`config.mk`:
```
export PLATFORM = sky130hd
export DESIGN_NAME = seu_uart_rx32_flat
export DESIGN_NICKNAME = d
export VERILOG_FILES = /design/src/rtl/seu_uart_pkg.sv /design/src/rtl/seu_uart_rx32_if.sv /design/src/rtl/seu_uart_rx_sync.sv /design/src/rtl/seu_uart_rx32.sv /design/src/flat_wrapper.sv
export SDC_FILE = /design/constraint.sdc
export NUM_CORES = 1
export LEC_CHECK = 0
export ABC_CLOCK_PERIOD_IN_PS = 5300
export BUFFER_PORTS_ARGS = -buffer_cell sky130_fd_sc_hd__buf_2
export CAP_MARGIN = 30
export CELL_PAD_IN_SITES_DETAIL_PLACEMENT = 1
export CELL_PAD_IN_SITES_GLOBAL_PLACEMENT = 2
export CORE_UTILIZATION = 40
export CTS_CLUSTER_DIAMETER = 60
export DETAILED_ROUTE_END_ITERATION = 8
export PLACE_DENSITY_LB_ADDON = 0.3
export SLEW_MARGIN = 20
export SYNTH_ARGS = -nofsm -noshare
export SYNTH_HDL_FRONTEND = slang
export SYNTH_HIERARCHICAL = 1
export SYNTH_SLANG_ARGS = --single-unit
```
`constraint.sdc`:
```
create_clock -name clk -period 5.3 [get_ports clk]
set_clock_uncertainty 0.15 [all_clocks]
set_input_delay 1.06 -clock clk [delete_from_list [all_inputs] [get_ports clk]]
set_output_delay 1.06 -clock clk [all_outputs]
set_load 0.03 [all_outputs]
```
`src/rtl/seu_uart_pkg.sv`:
```
// Shared definitions for the SEU-report UART receiver: state encoding, frame
// layout (38 frame bits, guard positions, byte offsets) and small decode helpers.
package seu_uart_pkg;

  typedef enum logic [1:0] {
    IDLE  = 2'd0,
    START = 2'd1,
    DATA  = 2'd2,
    STOP  = 2'd3
  } state_t;

  localparam int FRAME_BITS = 38;

  localparam int GUARD_STOP_0  = 8;
  localparam int GUARD_STOP_1  = 18;
  localparam int GUARD_STOP_2  = 28;
  localparam int GUARD_START_0 = 9;
  localparam int GUARD_START_1 = 19;
  localparam int GUARD_START_2 = 29;

  localparam int BYTE0_OFF = 0;
  localparam int BYTE1_OFF = 10;
  localparam int BYTE2_OFF = 20;
  localparam int BYTE3_OFF = 30;

  function automatic logic [31:0] frame_to_word(input logic [FRAME_BITS-1:0] f);
    return {f[BYTE3_OFF +: 8], f[BYTE2_OFF +: 8], f[BYTE1_OFF +: 8], f[BYTE0_OFF +: 8]};
  endfunction

  function automatic logic guard_ok(input logic [FRAME_BITS-1:0] f);
    return f[GUARD_STOP_0] & f[GUARD_STOP_1] & f[GUARD_STOP_2] &
           ~f[GUARD_START_0] & ~f[GUARD_START_1] & ~f[GUARD_START_2];
  endfunction

  function automatic logic maj3(input logic a, input logic b, input logic c);
    return (a & b) | (a & c) | (b & c);
  endfunction

endpackage

```
`src/rtl/seu_uart_rx32_if.sv`:
```
// Line and RX-FIFO side signals of the SEU-report UART receiver.
// slave = receiver side, master = environment (pin driver + FIFO).
interface seu_uart_rx32_if;
  logic        clk_en;
  logic        rxd;
  logic        rx_fifo_full;
  logic        rx_fifo_wr_en;
  logic [31:0] rx_fifo_wr_data;
  logic        rx_frame_err;
  logic        rx_overflow;
  logic        rx_busy;

  modport slave (
    input  clk_en, rxd, rx_fifo_full,
    output rx_fifo_wr_en, rx_fifo_wr_data, rx_frame_err, rx_overflow, rx_busy
  );

  modport master (
    output clk_en, rxd, rx_fifo_full,
    input  rx_fifo_wr_en, rx_fifo_wr_data, rx_frame_err, rx_overflow, rx_busy
  );
endinterface

```
`src/rtl/seu_uart_rx_sync.sv`:
```
// rxd metastability synchroniser (SYNC_STAGES >= 2 flops, reset to idle high)
// followed by a falling-edge detector on the synchronised value.
module seu_uart_rx_sync #(
  parameter int SYNC_STAGES = 2
) (
  input  logic clk,
  input  logic rst,
  input  logic i_rxd,
  output logic o_rxd_s,
  output logic o_fall
);
  logic [SYNC_STAGES-1:0] r_sync;
  logic                   r_prev;

  always_ff @(posedge clk or posedge rst) begin
    if (rst) begin
      r_sync <= '1;
      r_prev <= 1'b1;
    end else begin
      r_sync <= {r_sync[SYNC_STAGES-2:0], i_rxd};
      r_prev <= r_sync[SYNC_STAGES-1];
    end
  end

  assign o_rxd_s = r_sync[SYNC_STAGES-1];
  assign o_fall  = r_prev & ~r_sync[SYNC_STAGES-1];
endmodule

```
`src/rtl/seu_uart_rx32.sv`:
```
// seu_uart_rx32: receives 40-bit-per-word UART frames and writes good words to the RX FIFO.
// Option macro SEU_UART_RX_MAJORITY_EN: 2-of-3 vote over the three ticks around each mid-bit.
module seu_uart_rx32
  import seu_uart_pkg::*;
#(
  parameter int OVERSAMPLE  = 6,
  parameter int SYNC_STAGES = 2
) (
  input logic            clk,
  input logic            rst,
  seu_uart_rx32_if.slave bus
);
  localparam int CNT_W = $clog2(OVERSAMPLE);
  localparam int IDX_W = $clog2(FRAME_BITS);
`ifdef SEU_UART_RX_MAJORITY_EN
  localparam int START_TICKS = OVERSAMPLE / 2 + 1;
`else
  localparam int START_TICKS = OVERSAMPLE / 2;
`endif
  localparam logic [CNT_W-1:0] START_LAST = CNT_W'(START_TICKS - 1);
  localparam logic [CNT_W-1:0] BIT_LAST   = CNT_W'(OVERSAMPLE - 1);
  localparam logic [IDX_W-1:0] LAST_IDX   = IDX_W'(FRAME_BITS - 1);

  logic w_rxd_s;
  logic w_fall;
  logic w_bit;

  seu_uart_rx_sync #(.SYNC_STAGES(SYNC_STAGES)) u_sync (
    .clk     (clk),
    .rst     (rst),
    .i_rxd   (bus.rxd),
    .o_rxd_s (w_rxd_s),
    .o_fall  (w_fall)
  );

`ifdef SEU_UART_RX_MAJORITY_EN
  // Two previous tick samples; the decision tick supplies the third vote.
  logic [1:0] r_hist;
  always_ff @(posedge clk or posedge rst) begin
    if (rst) begin
      r_hist <= 2'b11;
    end else if (bus.clk_en) begin
      r_hist <= {r_hist[0], w_rxd_s};
    end
  end
  assign w_bit = maj3(r_hist[1], r_hist[0], w_rxd_s);
`else
  assign w_bit = w_rxd_s;
`endif

  state_t                r_state;
  logic [CNT_W-1:0]      r_cnt;
  logic [IDX_W-1:0]      r_idx;
  logic [FRAME_BITS-1:0] r_frame;
  logic                  r_wr_en;
  logic [31:0]           r_wr_data;
  logic                  r_err;
  logic                  r_ovf;

  // Frame FSM; all timing is taken from the single start edge, no per-byte resync.
  always_ff @(posedge clk or posedge rst) begin
    if (rst) begin
      r_state   <= IDLE;
      r_cnt     <= '0;
      r_idx     <= '0;
      r_frame   <= '0;
      r_wr_en   <= 1'b0;
      r_wr_data <= 32'h0000_0000;
      r_err     <= 1'b0;
      r_ovf     <= 1'b0;
    end else begin
      r_wr_en <= 1'b0;
      r_err   <= 1'b0;
      r_ovf   <= 1'b0;
      case (r_state)
        IDLE: begin
          r_cnt <= '0;
          if (w_fall) begin
            r_state <= START;
          end
        end
        START: begin
          if (bus.clk_en) begin
            if (r_cnt == START_LAST) begin
              r_cnt   <= '0;
              r_idx   <= '0;
              r_state <= w_bit ? IDLE : DATA;
            end else begin
              r_cnt <= r_cnt + CNT_W'(1);
            end
          end
        end
        DATA: begin
          if (bus.clk_en) begin
            if (r_cnt == BIT_LAST) begin
              r_cnt          <= '0;
              r_frame[r_idx] <= w_bit;
              r_idx          <= r_idx + IDX_W'(1);
              if (r_idx == LAST_IDX) begin
                r_state <= STOP;
              end
            end else begin
              r_cnt <= r_cnt + CNT_W'(1);
            end
          end
        end
        STOP: begin
          if (bus.clk_en) begin
            if (r_cnt == BIT_LAST) begin
              r_cnt   <= '0;
              r_state <= IDLE;
              if (!(guard_ok(r_frame) && w_bit)) begin
                r_err <= 1'b1;
              end else if (bus.rx_fifo_full) begin
                r_ovf <= 1'b1;
              end else begin
                r_wr_en   <= 1'b1;
                r_wr_data <= frame_to_word(r_frame);
              end
            end else begin
              r_cnt <= r_cnt + CNT_W'(1);
            end
          end
        end
        default: begin
          r_state <= IDLE;
          r_cnt   <= '0;
        end
      endcase
    end
  end

  assign bus.rx_fifo_wr_en   = r_wr_en;
  assign bus.rx_fifo_wr_data = r_wr_data;
  assign bus.rx_frame_err    = r_err;
  assign bus.rx_overflow     = r_ovf;
  assign bus.rx_busy         = (r_state != IDLE);
endmodule
```
`src/flat_wrapper.sv`:
```
// flat-port wrapper written by rule: the top's interface ports become plain ports
module seu_uart_rx32_flat import seu_uart_pkg::*;
#(
  parameter int OVERSAMPLE  = 6,
  parameter int SYNC_STAGES = 2
)
  (clk, rst, bus_clk_en, bus_rxd, bus_rx_fifo_full, bus_rx_fifo_wr_en, bus_rx_fifo_wr_data, bus_rx_frame_err, bus_rx_overflow, bus_rx_busy);
  seu_uart_rx32_if bus_i ();
  input logic clk;
  input logic rst;
  input wire logic [$bits(bus_i.clk_en)-1:0] bus_clk_en;
  input wire logic [$bits(bus_i.rxd)-1:0] bus_rxd;
  input wire logic [$bits(bus_i.rx_fifo_full)-1:0] bus_rx_fifo_full;
  output wire logic [$bits(bus_i.rx_fifo_wr_en)-1:0] bus_rx_fifo_wr_en;
  output wire logic [$bits(bus_i.rx_fifo_wr_data)-1:0] bus_rx_fifo_wr_data;
  output wire logic [$bits(bus_i.rx_frame_err)-1:0] bus_rx_frame_err;
  output wire logic [$bits(bus_i.rx_overflow)-1:0] bus_rx_overflow;
  output wire logic [$bits(bus_i.rx_busy)-1:0] bus_rx_busy;
  assign bus_i.clk_en = bus_clk_en;
  assign bus_i.rxd = bus_rxd;
  assign bus_i.rx_fifo_full = bus_rx_fifo_full;
  assign bus_rx_fifo_wr_en = bus_i.rx_fifo_wr_en;
  assign bus_rx_fifo_wr_data = bus_i.rx_fifo_wr_data;
  assign bus_rx_frame_err = bus_i.rx_frame_err;
  assign bus_rx_overflow = bus_i.rx_overflow;
  assign bus_rx_busy = bus_i.rx_busy;
  seu_uart_rx32 #(.OVERSAMPLE(OVERSAMPLE), .SYNC_STAGES(SYNC_STAGES)) u_core (.clk(clk), .rst(rst), .bus(bus_i));
endmodule
```
==> flow_metrics.py <==
metrics = {
    "outcome": {
        "status": "finished, final reports clean",
    },
    "global_routing": {
        "gr-total-overflow": 0,
        "antenna_found_initial": 0,
        "grt_max_degree": 47,
        "grt_use_total_pct": 17.0,
        "grt_pass1_vias": 2346,
        "grt_first_pass_wirelength_mm": 12.8,
    },
    "clock_tree": {
        "numCtsBuffers": 9,
        "cts_root_buf": "clkbuf_8",
        "clock-sinks": 87,
        "tritoncts": "built",
        "clk_path_buf_depth": 2,
        "cts_setup_buffers": 0,
        "clk_pin_slew_worst_paths_ns": 0.09,
        "postCtsHoldBufs": 0,
        "cts_resized": 0,
        "clock_latency_ns": 0.36,
        "htree_levels": 3,
    },
    "cells_and_area": {
        "layout-drive-gt1-share_pct": 41.8,
        "syn2layout_area_growth_pct": 12.3,
        "antenna_cells": 0,
        "finalNetCount": 342,
        "final_util_pct": 46.1,
        "layout_common_cells": "dfrtp_1 (84), mux2_2 (67), nand2_1 (43)",
        "final_common_cell": "dfrtp_1",
    },
    "die": {
        "fp.dieArea_sq_um": 9840,
        "start_util_pct": 41.1,
        "die_h_um": 99.2,
        "row_count": 35,
        "io_pins": 41,
        "coreArea_sq_um": 9200,
        "die_x_um": 99.2,
    },
    "place": {
        "port-buffer-count": 40,
        "place.gp.congestion": 0.764,
        "dp_hpwl_mm": 5.01,
    },
    "sta": {
        "tightest_slew_ns": 0.834,
        "fin_crit_sh_pct": 59.2,
        "max-slew-margin-rel_pct": 44.2,
        "finalSetupTns_ns": 0,
        "rsz0062_at_grt": "no",
        "hold_slack_ns": 0.212,
        "slew_viol_final": 0,
        "finalSetupViolations": 0,
        "finalCriticalPeriod_ns": 3.14,
        "hold_viol": 0,
        "fmax_mhz": 319,
    },
    "logic_synthesis": {
        "syn-instance-count": 294,
        "ys_warn_count": 6,
        "netlist_area_sq_um": 3780,
        "ys_ff_latch": 87,
        "async_reset_ff_share_pct": 100,
        "synth-edff-count": 0,
        "syn-num-nets": 301,
        "ys_types": 44,
        "yosysSeqAreaShare_pct": 57.7,
        "syn_avg_cell_area_sq_um": 12.9,
        "ys.flop_type": "dfrtp_1",
    },
    "detailed_routing": {
        "wl_per_cell_um": 16.8,
        "vias_per_cell": 5.28,
        "routed_wirelength_mm": 7.56,
        "drt-initial-drc-count": 71,
        "vias": 2383,
        "ant_nets": 0,
        "drt_first_pass_iters": 4,
        "drc": 0,
    },
    "setup_path": {
        "crit_path_start_kind": "input port",
        "crit_fanout": 21,
        "r2r_slack_ns": 2.20,
        "worstPathArrival_ns": 3.23,
        "worstPathCellList": "buf_2 > nand2_1 > or4_4 > nor3_4 > buf_4 > mux2_2",
        "critPathRequiredTime_ns": 5.39,
        "crit_slowest_cell": "nor3_4",
        "end_kind": "flip-flop",
        "path_class": "in2reg",
        "slowest_delay_ns": 0.59,
    },
    "power_and_ir_drop": {
        "fin_total_pwr_mw": 1.36,
        "vdd_drop_max_mv": 0.121,
        "power_density_nw_per_um2": 319,
        "p_leak_nw": 2.13,
    },
    "run": {
        "drv_cap": 0,
    },
    "hold_path": {
        "hp-class": "reg2reg",
    },
}
power breakdown:
part           leakage (nW)  internal, mW  total [mW]  switching [mW]
registers              1.20         0.690       0.755          0.0647
logic                 0.848        0.0638       0.175           0.111
clock network        0.0862         0.174       0.425           0.251
total                  2.13         0.929        1.36           0.427
per-stage QoR:
step | worst slack, ns | area [sq um] | cells
2_1_floorplan | 1.92 | 3780 | 294
3_3_place_gp | 1.82 | 4050 | 433
3_5_place_dp | 1.76 | 4050 | 433
4_1_cts | 2.13 | 4230 | 449
5_1_grt | 1.99 | 4240 | 451
6_report | 2.16 | 4240 | 451
sequential cells by signal, summed over array words and instances (netlist names), named ones only:
signal                      cells
u_core/r_frame                 38
u_core/r_idx                    6
u_core/r_state                  1
u_core/bus.rx_frame_err         1
u_core/u_sync/r_prev            1
u_core/bus.rx_fifo_wr_data     32
u_core/r_cnt                    3
u_core/bus.rx_overflow          1
u_core/u_sync/r_sync            2
u_core/bus.rx_fifo_wr_en        1
path summary, 6_finish.rpt:
kind                                    startpoint                             to  cells after the start
hold reg to reg            u_core/u_sync/r_sync[0]        u_core/u_sync/r_sync[1]                      0
max in group asynchronous                      rst              u_core/r_frame[5]                      3
setup reg to reg           u_core/u_sync/r_sync[1]  u_core/bus.rx_fifo_wr_data[0]                      4
hold / removal             u_core/u_sync/r_sync[0]        u_core/u_sync/r_sync[1]                      0
setup / recovery                        bus_clk_en  u_core/bus.rx_fifo_wr_data[0]                      6
min in group asynchronous                      rst        u_core/u_sync/r_sync[1]                      2
cells in the mapped netlist (2+ instances only):
cell,instances,area (sq um)
o21ai_0,8,40.0
clkbuf_1,7,26.3
o22ai_1,2,12.5
ha_1,2,25.0
buf_6,3,33.8
dfstp_2,3,78.8
inv_1,7,26.3
or3_1,5,31.3
nor2_1,7,26.3
mux2i_1,2,20.0
and3_1,4,25.0
dfrtp_1,84,2100
nor3b_1,4,30.0
nand4_1,2,12.5
mux2_1,3,33.8
buf_2,2,10.0
nor3_1,5,25.0
nand3b_1,2,15.0
a21oi_1,6,30.0
or4b_2,2,20.0
mux2_2,67,754
nor3_4,3,48.8
nand2_1,43,161
critical path: cells and delay by family:
family                 cells  cell delay (ns)
and+or+nand+nor            3             1.16
buffers and inverters      2             0.61
muxes                      1             0.37
kinds of logic after synthesis:
group / synth area share, %
AO/OA/AOI/OAI: 3.21
multiplexers: 21.4
flip-flops: 57.7
AND/OR/NAND/NOR: 13.8
adder cells (fa/ha/maj): 0.662
XOR/XNOR: 0.232
buffers and inverters: 2.95
per-layer routing:
| metal | global-route usage [%] | part of all wire, % |
|---|---|---|
| met2 | 25.6 | 47 |
| met5 | 0 | 0 |
| met4 | 6.79 | 1.7 |
| met1 | 24.3 | 49 |
| met3 | 3.16 | 2.4 |
area by class of cell:
cell class,count,area (sq um)
flip-flops and latches,87,2180
clock inverters,7,55.1
fillers,988,4950
clock buffers,9,124
multi-input cells,185,1490
inverters,8,31.3
well taps,111,139
repair buffers,44,225
No activity file was read; power rests on OpenSTA's default activity.
